==> src/rtl/mem_1rw_port_arbiter.sv <==
// Round-robin write/read front-end for a 1RW bank; requests accepted in the grant cycle, read data 1 cycle later.
// Reads stall while the 1-entry response buffer is full and not draining; writes are never blocked by it.
module mem_1rw_port_arbiter #(
  parameter int REG_DEPTH = 4,
  parameter int REG_WIDTH = 64,
  parameter int CNT_WIDTH = 16,
  localparam int AW = (REG_DEPTH > 1) ? $clog2(REG_DEPTH) : 1
) (
  input  logic                 clk,
  input  logic                 reset,
  input  logic                 wr_valid,
  output logic                 wr_ready,
  input  logic [AW-1:0]        wr_addr,
  input  logic [REG_WIDTH-1:0] wr_wmask,
  input  logic [REG_WIDTH-1:0] wr_wdata,
  input  logic                 rd_req_valid,
  output logic                 rd_req_ready,
  input  logic [AW-1:0]        rd_addr,
  output logic                 rd_resp_valid,
  input  logic                 rd_resp_ready,
  output logic [REG_WIDTH-1:0] rd_resp_data,
  output logic                 RW0_wen,
  output logic [AW-1:0]        RW0_addr,
  output logic [REG_WIDTH-1:0] RW0_wmask,
  output logic [REG_WIDTH-1:0] RW0_wdata,
  input  logic [REG_WIDTH-1:0] RW0_rdata,
  output logic [CNT_WIDTH-1:0] conflict_cnt
);

  typedef enum logic {GRANT_WR, GRANT_RD} grant_e;
  typedef enum logic {RESP_EMPTY, RESP_FULL} resp_e;

  grant_e               last_grant;
  resp_e                resp_state;
  logic [REG_WIDTH-1:0] resp_data;
  logic                 can_rd;
  logic                 grant_wr;
  logic                 grant_rd;
  logic                 conflict;

  // A full buffer that is draining this cycle can be refilled in the same cycle.
  assign can_rd   = rd_req_valid && ((resp_state == RESP_EMPTY) || rd_resp_ready);
  assign conflict = wr_valid && can_rd;

  always_comb begin
    grant_wr = 1'b0;
    grant_rd = 1'b0;
    if (reset) begin
      if (conflict) begin
        grant_wr = (last_grant == GRANT_RD);
        grant_rd = (last_grant == GRANT_WR);
      end else begin
        grant_wr = wr_valid;
        grant_rd = can_rd;
      end
    end
  end

  assign wr_ready      = grant_wr;
  assign rd_req_ready  = grant_rd;
  assign rd_resp_valid = (resp_state == RESP_FULL);
  assign rd_resp_data  = resp_data;

  // Write fields are zeroed when idle so the bank never sees stale write data.
  always_comb begin
    RW0_wen   = grant_wr;
    RW0_addr  = rd_addr;
    RW0_wmask = '0;
    RW0_wdata = '0;
    if (grant_wr) begin
      RW0_addr  = wr_addr;
      RW0_wmask = wr_wmask;
      RW0_wdata = wr_wdata;
    end
  end

  always_ff @(posedge clk) begin
    if (!reset) begin
      last_grant   <= GRANT_WR;
      resp_state   <= RESP_EMPTY;
      resp_data    <= '0;
      conflict_cnt <= '0;
    end else begin
      if (grant_rd) begin
        resp_data  <= RW0_rdata;
        resp_state <= RESP_FULL;
      end else if (rd_resp_ready && (resp_state == RESP_FULL)) begin
        resp_state <= RESP_EMPTY;
      end

      if (grant_wr) begin
        last_grant <= GRANT_WR;
      end else if (grant_rd) begin
        last_grant <= GRANT_RD;
      end

      if (conflict && (conflict_cnt != {CNT_WIDTH{1'b1}})) begin
        conflict_cnt <= conflict_cnt + CNT_WIDTH'(1);
      end
    end
  end

endmodule

==> config.mk <==
export PLATFORM = sky130hd
export DESIGN_NAME = mem_1rw_port_arbiter
export DESIGN_NICKNAME = d
export VERILOG_FILES = /design/src/rtl/mem_1rw_port_arbiter.sv
export SDC_FILE = /design/constraint.sdc
export NUM_CORES = 1
export LEC_CHECK = 0
export BUFFER_PORTS_ARGS = -buffer_cell sky130_fd_sc_hd__buf_4
export CORE_AREA = 2 2 159 161
export CTS_CLUSTER_DIAMETER = 100
export DETAILED_ROUTE_END_ITERATION = 12
export DIE_AREA = 0 0 161 163
export PLACE_DENSITY_LB_ADDON = 0.25
export SYNTH_ARGS = -nofsm -noshare
export SYNTH_HDL_FRONTEND = slang
export SYNTH_SLANG_ARGS = --single-unit
==> constraint.sdc <==
create_clock -name clk -period 1.6 [get_ports clk]
set_input_delay 0.16 -clock clk [delete_from_list [all_inputs] [get_ports clk]]
set_output_delay 0.16 -clock clk [all_outputs]
set_load 0.03 [all_outputs]
==> key figures, run 1 <==
STA
  – Worst max-slew margin expressed relative to the limit: 56.28%
  – Achievable Freq: 526.2 MHz
  – Final Skew: 0.01104 ns
  – Final period demand of the worst path: 1.900 ns
  – Period utilization: 118.8%
  – Setup repair after global routing missed its margin: yes
  – Pins over their slew limit: 0
  – Final hold violations: 0
  – Transition time at the pin with the least slew margin: 0.6558 ns
  – Final setup violation count: 132
  – Worst Setup Slack, final: -0.3005 ns

Layout
  – Most common cell after layout, fill and taps aside: sky130_fd_sc_hd__buf_4
  – Post-layout utilization of the core: 38.24%
  – Commonest cells after routing, fill and taps aside: sky130_fd_sc_hd__buf_4 (332), sky130_fd_sc_hd__nand2_1 (138), sky130_fd_sc_hd__buf_6 (127), sky130_fd_sc_hd__and2_4 (106)
  – Area overhead of the layout relative to synthesis: 133.4%
  – Net count of the finished layout: 1,199
  – Share of post-route cells with drive strength above 1: 65.27%

CTS
  – Clock buffers created by TritonCTS: 9
  – Clock Sinks: 82
  – CTS tree: done
  – Clock tree root driver cell: sky130_fd_sc_hd__clkbuf_16
  – Clock transition at the registers of the reported paths: 0.07 ns
  – Number of H-tree branching levels: 3
  – Worst skew pair latency: 0.33 ns
  – Worst-case clock buffer depth: 2

Critical path
  – Crit-path max FO: 7
  – Worst path cell trace: nand2b_4, nand3b_1, and3_4, buf_12, mux2_4, buf_6
  – Slowest stage cell on the critical path: sky130_fd_sc_hd__dfxtp_4
  – Critical path required time: 1.44 ns
  – Slowest cell delay on critical path: 0.36 ns
  – Critical Path Sink Type: primary output
  – Arrival time of data at the critical path endpoint: 1.74 ns
  – Critical path startpoint category: flip-flop
  – Worst setup path category: flip-flop to primary output

Global routing
  – Maximum number of pins on one net before global-route repair: 58
  – Number of global-route vias before repair: 5,455
  – First-pass GRT wire length: 33.20 mm
  – Antenna violations before repair: 7
  – Total Routing Usage GR: 16.66%
  – Congestion Overflow GR: 0

Die
  – Core box area: 24,670 sq um
  – Top-level port count: 415
  – Starting utilization of the core area: 16.38%
  – Number of core rows: 58
  – Die boundary width: 161 um
  – Overall die height: 163 um
  – Floorplan die area: 26,240 sq um

Place
  – Worst setup slack before clock tree synthesis: -0.02766 ns
  – Count of input and output buffers: 414
  – Last weighted congestion value of the routability-driven placer: 0.8676
  – Post-detailed-placement half-perimeter wirelength: 19.32 mm

Logic synthesis
  – Cell area after synthesis: 4043 sq um
  – Post-synth cell types: 41
  – Synthesis-stage register bit count: 82
  – Total number of yosys warnings: 0
  – Net count of the mapped netlist: 732
  – Sequential-to-total area share from yosys stat: 40.61%
  – Mean post-synth cell area: 7.628 sq um
  – Count of mapped cells out of synthesis: 530

Route
  – Pre-Repair DR Iteration Count: 4
  – DRC viols: 0
  – Final ANT Viol Nets: 0
  – WL final: 23.45 mm
  – Vias per inst: 4.115
  – Number of vias after detailed routing: 5,497
  – Routed length per instance: 17.55 um
  – First DRT Iteration DRCs: 207

Status
  – Violated checks: setup timing
  – Run status: finished with violations

Pwr
  – Overall power consumption: 6.555 mW
  – Power density relative to cell area: 694.9 nW/um^2
  – Worst-case vdd ir drop: 0.6193 mV
  – Leakage: 4.767 nW

Min path
  – Worst min-delay path class: primary input to flip-flop

Job
  – Number of max-cap violations: 0
-- power by group --
part | internal (mW) | leakage, nW | switching (mW)
clock | 1.26 | 0.142 | 0.882
combinational | 1.09 | 3.94 | 1.08
sequential | 2.17 | 0.682 | 0.0754
total | 4.52 | 4.77 | 2.03
-- worst max-delay path: cells and delay by family, from the launching register on --
kind,cells,cell delay (ns)
and+or+nand+nor,3,0.42
muxes,1,0.31
DFF,1,0.36
buffers and inverters,2,0.30
-- flip-flops by register name (all words and copies together), names as in the netlist --
| name | cells |
|---|---|
| last_grant | 1 |
| rd_resp_data | 64 |
| conflict_cnt | 16 |
| rd_resp_valid | 1 |
-- per-layer routing --
metal | global-route usage, % | part of all wire (%) | wire length [um] | up-vias
li1 | - | - | - | 2668
met1 | 18.19 | 37 | 8731 | 2541
met4 | 5.398 | 2.2 | 510 | 6
met2 | 29.48 | 51 | 11930 | 253
met5 | 0 | 0.19 | 45 | -
met3 | 6.697 | 9.5 | 2228 | 29
-- stage by stage --
step | setup TNS [ns] | cell area, sq um | hold WS (ns) | instances
after floorplan | -0.09766 | 4369 | 0.2590 | 530
after global placement | -0.03740 | 8092 | 0.3429 | 1279
after detailed placement | -0.05882 | 8092 | 0.3465 | 1279
after CTS | -33.92 | 9344 | 0.00009270 | 1330
after global routing | -41.65 | 9429 | 0.0001720 | 1334
final | -30.41 | 9434 | 0.01039 | 1336
-- cells by family (layout without fill, tap and decap cells) --
logic type / Yosys count / after routing / share of synthesized area, %
adders and majority gates: 1 / 1 / 0.3095
other: 0 / 4 / 0
buffers and inverters: 45 / 517 / 5.076
muxes: 4 / 4 / 1.052
AOI/OAI and AO/OA: 31 / 31 / 4.952
and+or+nand+nor: 367 / 367 / 48.00
DFF: 82 / 82 / 40.61
-- path summary, 6_finish.rpt --
| check | start | slack [ns] | end | cells after the start |
|---|---|---|---|---|
| worst max-delay path | rd_resp_valid$_SDFFE_PN0P_ | -0.30 | RW0_addr[0] | 6 |
| worst min-delay path | RW0_rdata[10] | 0.01 | rd_resp_data[10]$_SDFFE_PN0P_ | 3 |
| worst max register to register | conflict_cnt[1]$_SDFFE_PN0P_ | 0.02 | conflict_cnt[4]$_SDFFE_PN0P_ | 7 |
| worst min register to register | rd_resp_data[31]$_SDFFE_PN0P_ | 0.45 | rd_resp_data[31]$_SDFFE_PN0P_ | 2 |
-- Yosys cell counts --
master                     number  area share, %
sky130_fd_sc_hd__o31ai_2        1           0.31
sky130_fd_sc_hd__mux2i_1        2           0.50
sky130_fd_sc_hd__nand3b_1       1           0.19
sky130_fd_sc_hd__o41ai_1        1           0.22
sky130_fd_sc_hd__buf_2         14            1.7
sky130_fd_sc_hd__or3_1          3           0.46
sky130_fd_sc_hd__nor2_1         1          0.093
sky130_fd_sc_hd__or4_1          7            1.3
sky130_fd_sc_hd__nor4bb_1       1           0.25
sky130_fd_sc_hd__o21a_1         1           0.19
sky130_fd_sc_hd__o21ai_0        4           0.50
sky130_fd_sc_hd__and3_1         2           0.31
sky130_fd_sc_hd__ha_1           1           0.31
sky130_fd_sc_hd__buf_1         10           0.93
sky130_fd_sc_hd__o31a_1         1           0.22
sky130_fd_sc_hd__and2_2         1           0.19
sky130_fd_sc_hd__nand4b_4       1           0.59
sky130_fd_sc_hd__nand4_2        2           0.62
sky130_fd_sc_hd__buf_6          1           0.28
sky130_fd_sc_hd__nand2_1      138             13
sky130_fd_sc_hd__mux2_1         2           0.56
sky130_fd_sc_hd__nor4_1         1           0.15
sky130_fd_sc_hd__and4_4         1           0.28
sky130_fd_sc_hd__buf_4          3           0.56
sky130_fd_sc_hd__and2_1       128             20
sky130_fd_sc_hd__a31oi_1        2           0.31
sky130_fd_sc_hd__nor2_2         1           0.15
sky130_fd_sc_hd__nor4_4         1           0.53
sky130_fd_sc_hd__nand3_1       68            8.4
sky130_fd_sc_hd__a21oi_1       11            1.4
sky130_fd_sc_hd__nand4_1        3           0.46
sky130_fd_sc_hd__o311ai_1       1           0.22
sky130_fd_sc_hd__and4_1         2           0.43
sky130_fd_sc_hd__a311oi_1       1           0.22
sky130_fd_sc_hd__inv_1          4           0.37
sky130_fd_sc_hd__nand2b_1       3           0.46
sky130_fd_sc_hd__o21ai_1        1           0.12
sky130_fd_sc_hd__dfxtp_1       82             41
sky130_fd_sc_hd__o31ai_1        7            1.3
sky130_fd_sc_hd__clkbuf_1      13            1.2
sky130_fd_sc_hd__nand3_2        2           0.50
-- timing repair --
action                                  4_1_cts  5_1_grt
endpoints found under the setup margin      137      143
buffers inserted                             15        5
hold endpoints to repair                     18        0
pin swaps                                    15       12
cloned                                        2        3
hold buffers                                 18        0
resized for setup                           164       14
-- area by class of cell --
type	count	area, sq um
fill	2519	15240
tap	330	412.9
multi-input combinational	403	2549
clock inverter	5	62.56
sequential	82	1672
timing repair buffer	497	4471
antenna	4	10.01
inverter	4	15.01
clock buffer	11	242.7
Power figures use the tool's default switching activity.
==> run 2: changes to the inputs <==
--- a/config.mk
+++ b/config.mk
@@ -11,6 +11,7 @@
 export DETAILED_ROUTE_END_ITERATION = 12
 export DIE_AREA = 0 0 161 163
 export PLACE_DENSITY_LB_ADDON = 0.25
+export REMOVE_ABC_BUFFERS = 1
 export SYNTH_ARGS = -nofsm -noshare
 export SYNTH_HDL_FRONTEND = slang
 export SYNTH_SLANG_ARGS = --single-unit
==> key figures, run 2 (synthesis gave the netlist of run 1 again) <==
STA
  – Setup repair after global routing missed its margin: yes (unchanged)
  – Final Skew: 0.008221 ns (was 0.01104 ns)
  – Final hold violations: 0 (unchanged)
  – Final period demand of the worst path: 1.965 ns (was 1.900 ns)
  – Final setup violation count: 132 (unchanged)
  – Worst max-slew margin expressed relative to the limit: 70.52% (was 56.28%)
  – Period utilization: 122.8% (was 118.8%)
  – Worst Setup Slack, final: -0.3645 ns (was -0.3005 ns)
  – Achievable Freq: 509.0 MHz (was 526.2 MHz)
  – Transition time at the pin with the least slew margin: 0.4389 ns (was 0.6558 ns)
  – Pins over their slew limit: 0 (unchanged)

Die
  – Number of core rows: 58 (unchanged)
  – Top-level port count: 415 (unchanged)
  – Core box area: 24,670 sq um (unchanged)
  – Starting utilization of the core area: 16.38% (unchanged)
  – Die boundary width: 161 um (unchanged)
  – Floorplan die area: 26,240 sq um (unchanged)
  – Overall die height: 163 um (unchanged)

Critical path
  – Arrival time of data at the critical path endpoint: 1.80 ns (was 1.74 ns)
  – Critical path startpoint category: flip-flop (unchanged)
  – Crit-path max FO: 7 (unchanged)
  – Critical path required time: 1.44 ns (about the same)
  – Worst setup path category: flip-flop to primary output (unchanged)
  – Critical Path Sink Type: primary output (unchanged)

Layout
  – Number of inserted filler cells in the final layout: 2,467 (was 2,519)
  – Final Instance Area: 9693 sq um (was 9434 sq um)
  – Share of post-route cells with drive strength above 1: 57.54% (was 65.27%)
  – Most common cell after layout, fill and taps aside: sky130_fd_sc_hd__buf_4 (unchanged)
  – Post-layout utilization of the core: 39.29% (was 38.24%)
  – Area overhead of the layout relative to synthesis: 139.8% (was 133.4%)
  – Number of flip-flops under the largest register name: 64 (unchanged)
  – Net count of the finished layout: 1,238 (was 1,199)
  – Commonest cells after routing, fill and taps aside: sky130_fd_sc_hd__buf_4 (351), sky130_fd_sc_hd__nand2_1 (138), sky130_fd_sc_hd__buf_6 (105), sky130_fd_sc_hd__and2_4 (84), sky130_fd_sc_hd__dfxtp_1 (76) (was sky130_fd_sc_hd__buf_4 (332), sky130_fd_sc_hd__nand2_1 (138), sky130_fd_sc_hd__buf_6 (127), sky130_fd_sc_hd__and2_4 (106))

Job
  – Number of max-cap violations: 0 (unchanged)

CTS
  – Clock Sinks: 82 (unchanged)
  – Number of H-tree branching levels: 3 (unchanged)
  – Clock tree root driver cell: sky130_fd_sc_hd__clkbuf_16 (unchanged)
  – Worst-case clock buffer depth: 2 (unchanged)
  – CTS tree: done (unchanged)
  – Worst skew pair latency: 0.35 ns (was 0.33 ns)
  – Clock transition at the registers of the reported paths: 0.08 ns (was 0.07 ns)
  – Clock buffers created by TritonCTS: 9 (unchanged)

Global routing
  – Congestion Overflow GR: 0 (unchanged)
  – Total Routing Usage GR: 15.56% (was 16.66%)
  – Number of global-route vias before repair: 5,397 (was 5,455)
  – First-pass GRT wire length: 31.54 mm (was 33.20 mm)
  – Antenna violations before repair: 1 (was 7)
  – Maximum number of pins on one net before global-route repair: 67 (was 58)

Place
  – Last weighted congestion value of the routability-driven placer: 0.8443 (was 0.8676)
  – Post-detailed-placement half-perimeter wirelength: 16.10 mm (was 19.32 mm)
  – Count of input and output buffers: 414 (unchanged)
  – Post-DP Area: 7746 sq um (was 8092 sq um)

Route
  – Vias per inst: 4.077 (was 4.115)
  – Routed length per instance: 16.31 um (was 17.55 um)
  – Pre-Repair DR Iteration Count: 4 (unchanged)
  – Number of vias after detailed routing: 5,593 (was 5,497)
  – Final ANT Viol Nets: 0 (unchanged)
  – First DRT Iteration DRCs: 181 (was 207)
  – WL final: 22.38 mm (was 23.45 mm)
  – DRC viols: 0 (unchanged)

Pwr
  – Leakage: 4.890 nW (was 4.767 nW)
  – Power density relative to cell area: 697.4 nW/um^2 (was 694.9 nW/um^2)
  – Worst-case vdd ir drop: 0.5034 mV (was 0.6193 mV)

Min path
  – Worst min-delay path class: primary input to flip-flop (unchanged)

Status
  – Run status: finished with violations (unchanged)
  – Violated checks: setup timing (unchanged)
==> run 2: cell types whose count changed in the layout (fill, tap and decap cells not counted), sizes merged <==
cell / previous run / this run
buf: 477 / 473
clkinvlp: 2 / 0
clkbuf: 13 / 11
and3: 2 / 3
inv: 5 / 10
dlygate4sd3: 18 / 60
diode: 4 / 1
clkinv: 1 / 0
==> run 2: cell type report <==
type | count | area [sq um] | area share [%]
Clock inverter | 7 | 90.09 | 0.9294
Tap cell | 330 | 412.9 | 4.260
Sequential cell | 82 | 1652 | 17.04
Multi-Input combinational cell | 404 | 2467 | 25.46
Timing Repair Buffer | 535 | 4828 | 49.81
Clock buffer | 9 | 225.2 | 2.323
Inverter | 4 | 15.01 | 0.1549
Antenna cell | 1 | 2.502 | 0.02582
==> run 2: layer usage <==
layer  share of wire (%)  GRT usage (%)  up-vias
met5                   0              0        -
met4                 1.1          3.612        0
met3                 9.2          5.653       21
met2                  51          27.23      246
met1                  39          18.16     2577
li1                    -              -     2749
==> run 2: critical path, cell delays in order (launching register included) <==
cell and delay [ns]:
sky130_fd_sc_hd__dfxtp_2 0.35, sky130_fd_sc_hd__nand2b_4 0.06, sky130_fd_sc_hd__nand3b_1 0.10, sky130_fd_sc_hd__and3_4 0.24, sky130_fd_sc_hd__buf_12 0.14, sky130_fd_sc_hd__buf_12 0.13, sky130_fd_sc_hd__clkbuf_16 0.16, sky130_fd_sc_hd__and2_4 0.14
sky130_fd_sc_hd__buf_6 0.12
==> run 2: path summary, 6_finish.rpt <==
path / startpoint / to / slack [ns] / depth (start not counted)
setup / recovery: rd_resp_valid$_SDFFE_PN0P_ / RW0_wdata[45] / -0.36 / 8
hold / removal: RW0_rdata[58] / rd_resp_data[58]$_SDFFE_PN0P_ / 0.008 / 3
setup reg to reg: conflict_cnt[1]$_SDFFE_PN0P_ / conflict_cnt[14]$_SDFFE_PN0P_ / 0.07 / 5
hold reg to reg: rd_resp_data[30]$_SDFFE_PN0P_ / rd_resp_data[30]$_SDFFE_PN0P_ / 0.45 / 2
==> run 2: metrics by stage <==
step	setup TNS, ns	hold slack (ns)	total power [mW]	setup slack [ns]	std cells
6_report	-34.98	0.007881	6.760	-0.3645	1372
2_1_floorplan	-408.89	0.2590	3.110	-2.512	489
3_3_place_gp	-1.493	0.3426	4.111	-0.05337	1272
4_1_cts	-36.68	0.0001855	6.769	-0.3437	1364
3_5_place_dp	-2.838	0.3461	4.109	-0.08612	1272
5_1_grt	-45.67	0.001807	7.067	-0.4346	1371
==> run 2: power breakdown <==
part	internal [mW]	leakage [nW]	switching, mW
sequential	2.18	0.676	0.0744
combinational	1.13	4.06	1.11
clock	1.26	0.157	1.01
==> run 2: timing repair <==
action                     in CTS  in global routing
gates cloned                    6                  3
setup buffers                  10                  6
pin swaps                      36                 38
hold endpoints to repair       60                  0
hold buffers                   60                  0
setup endpoints to repair     143                203
resized for setup             166                 53
==> run 3: changes to the inputs <==
--- a/config.mk
+++ b/config.mk
@@ -11,6 +11,7 @@
 export DETAILED_ROUTE_END_ITERATION = 12
 export DIE_AREA = 0 0 161 163
 export PLACE_DENSITY_LB_ADDON = 0.25
+export RECOVER_POWER = 50
 export REMOVE_ABC_BUFFERS = 1
 export SYNTH_ARGS = -nofsm -noshare
 export SYNTH_HDL_FRONTEND = slang
==> key figures, run 3 (synthesis gave the netlist of run 1 again) <==
Status
  – Run status: finished with violations (unchanged)
  – Violated checks: setup timing (unchanged)

STA
  – Achievable Freq: 509.0 MHz (about the same)
  – Period utilization: 122.8% (about the same)
  – WHS: 0.007881 ns (unchanged)
  – Setup repair after global routing missed its margin: yes (unchanged)
  – Final setup violation count: 132 (unchanged)
  – Worst Setup Slack, final: -0.3646 ns (was -0.3645 ns)
  – Setup Total Neg Slack: -35.00 ns (was -34.98 ns)
  – Pins over their slew limit: 0 (unchanged)
  – Final Skew: 0.008221 ns (unchanged)
  – Worst max-slew margin expressed relative to the limit: 70.52% (unchanged)
  – Transition time at the pin with the least slew margin: 0.4389 ns (unchanged)
  – Final hold violations: 0 (unchanged)
  – Final period demand of the worst path: 1.965 ns (about the same)

Critical path
  – Worst setup path category: flip-flop to primary output (unchanged)
  – Arrival time of data at the critical path endpoint: 1.80 ns (about the same)
  – R2r endpoint: conflict_cnt[14]$_SDFFE_PN0P_ (unchanged)
  – Register-to-Register Setup Slack: 0.07 ns (about the same)
  – Critical path required time: 1.44 ns (about the same)
  – Reg2reg path depth: 5 (unchanged)
  – Critical Path Sink Type: primary output (unchanged)
  – Critical path startpoint category: flip-flop (unchanged)
  – Critical register-to-register path startpoint: conflict_cnt[1]$_SDFFE_PN0P_ (unchanged)
  – Crit-path max FO: 7 (unchanged)

Route
  – DRC viols: 0 (unchanged)
  – First DRT Iteration DRCs: 181 (unchanged)
  – Number of vias after detailed routing: 5,593 (unchanged)
  – Routed length per instance: 16.32 um (was 16.31 um)
  – Pre-Repair DR Iteration Count: 4 (unchanged)
  – Final ANT Viol Nets: 0 (unchanged)
  – Vias per inst: 4.077 (unchanged)
  – WL final: 22.39 mm (was 22.38 mm)

Global routing
  – Congestion Overflow GR: 0 (unchanged)
  – Number of global-route vias before repair: 5,397 (unchanged)
  – Total Routing Usage GR: 15.56% (unchanged)
  – Antenna violations before repair: 1 (unchanged)
  – Maximum number of pins on one net before global-route repair: 67 (unchanged)
  – First-pass GRT wire length: 31.54 mm (unchanged)

Die
  – Overall die height: 163 um (unchanged)
  – Die boundary width: 161 um (unchanged)
  – Top-level port count: 415 (unchanged)
  – Number of core rows: 58 (unchanged)
  – Floorplan die area: 26,240 sq um (unchanged)
  – Starting utilization of the core area: 16.38% (unchanged)
  – Core box area: 24,670 sq um (unchanged)

Layout
  – Commonest cells after routing, fill and taps aside: sky130_fd_sc_hd__buf_4 (351), sky130_fd_sc_hd__nand2_1 (138), sky130_fd_sc_hd__buf_6 (105), sky130_fd_sc_hd__and2_4 (84), sky130_fd_sc_hd__dfxtp_1 (76) (unchanged)
  – Most common cell after layout, fill and taps aside: sky130_fd_sc_hd__buf_4 (unchanged)
  – Net count of the finished layout: 1,238 (unchanged)
  – Share of post-route cells with drive strength above 1: 57.54% (unchanged)
  – Area overhead of the layout relative to synthesis: 139.8% (unchanged)
  – Non-filler cells, final: 1,372 (unchanged)
  – Number of flip-flops under the largest register name: 64 (unchanged)
  – Post-layout utilization of the core: 39.29% (unchanged)

Min path
  – Hold Crit Depth: 3 (unchanged)
  – Startpoint of the lowest-slack hold path: RW0_rdata[58] (unchanged)
  – Worst min-delay path class: primary input to flip-flop (unchanged)
  – Hold Crit Endpoint: rd_resp_data[58]$_SDFFE_PN0P_ (unchanged)

Place
  – Number of instances in the placed design: 1,272 (unchanged)
  – Count of input and output buffers: 414 (unchanged)
  – Post-detailed-placement half-perimeter wirelength: 16.10 mm (unchanged)
  – Last weighted congestion value of the routability-driven placer: 0.8443 (unchanged)

CTS
  – Clock buffers created by TritonCTS: 9 (unchanged)
  – Clock tree root driver cell: sky130_fd_sc_hd__clkbuf_16 (unchanged)
  – Clock transition at the registers of the reported paths: 0.08 ns (about the same)
  – CTS tree: done (unchanged)
  – Worst skew pair latency: 0.35 ns (about the same)
  – Clock Sinks: 82 (unchanged)
  – Worst-case clock buffer depth: 2 (unchanged)
  – Number of H-tree branching levels: 3 (unchanged)

Pwr
  – Leakage: 4.890 nW (unchanged)
  – Worst-case vdd ir drop: 0.5034 mV (unchanged)
  – Power density relative to cell area: 697.4 nW/um^2 (about the same)

Job
  – Number of max-cap violations: 0 (unchanged)
==> run 3: cell counts in the layout (fill, tap and decap cells not counted) <==
No cell type changed its count.
==> run 3: report_power, final <==
part	leakage [nW]	switching, mW	internal, mW
Clock	0.157	1.01	1.26
Sequential	0.676	0.0744	2.18
Combinational	4.06	1.11	1.13
==> run 3: area by class of cell <==
class                   instances  area, sq um
well taps                     330        412.9
diodes                          1        2.502
inverters                       4        15.01
clock inverters                 7        90.09
multi-input cells             404         2467
clock buffers                   9        225.2
flip-flops and latches         82         1652
repair buffers                535         4828
fillers                      2467        14980
==> run 3: timing repair <==
action                                  in CTS  in global routing
endpoints found under the setup margin     143                203
pin swaps                                   36                 38
hold buffers                                60                  0
endpoints found under the hold margin       60                  0
cloned                                       6                  3
gates resized for setup                    166                 53
setup buffers                               10                  6
==> run 3: worst max-delay path, cell delays in order (launching register included) <==
cell                        delay (ns)
sky130_fd_sc_hd__dfxtp_2          0.35
sky130_fd_sc_hd__nand2b_4         0.06
sky130_fd_sc_hd__nand3b_1         0.10
sky130_fd_sc_hd__and3_4           0.24
sky130_fd_sc_hd__buf_12           0.14
sky130_fd_sc_hd__buf_12           0.13
sky130_fd_sc_hd__clkbuf_16        0.16
sky130_fd_sc_hd__and2_4           0.14
sky130_fd_sc_hd__buf_6            0.12
==> run 3: metal layers <==
metal	vias up	routed length, um	track usage, %
li1	2749	-	-
met1	2577	8737	18.16
met2	246	11330	27.23
met3	21	2065	5.653
met4	0	256	3.612
met5	-	0	0
==> run 3: through the flow <==
stage,setup WS (ns),total power [mW],area [sq um]
after global placement,-0.05337,4.111,7746
after detailed placement,-0.08612,4.109,7746
after CTS,-0.3437,6.769,9440
after floorplan,-2.512,3.110,3852
after global routing,-0.4346,7.067,9691
final,-0.3646,6.760,9693
==> run 3: worst max-delay path by stage <==
stage | startpoint | cells after the start | to | slack [ns]
final | rd_resp_valid$_SDFFE_PN0P_ | 8 | RW0_wdata[45] | -0.36
after global routing | rd_resp_valid$_SDFFE_PN0P_ | 8 | RW0_wmask[63] | -0.43
after CTS | rd_resp_valid$_SDFFE_PN0P_ | 8 | RW0_wdata[23] | -0.34
after detailed placement | rd_resp_ready | 7 | RW0_wdata[16] | -0.09
after global placement | rd_resp_ready | 7 | RW0_wdata[58] | -0.05
after floorplan | rd_resp_valid$_SDFFE_PN0P_ | 5 | rd_resp_data[0]$_SDFFE_PN0P_ | -2.51
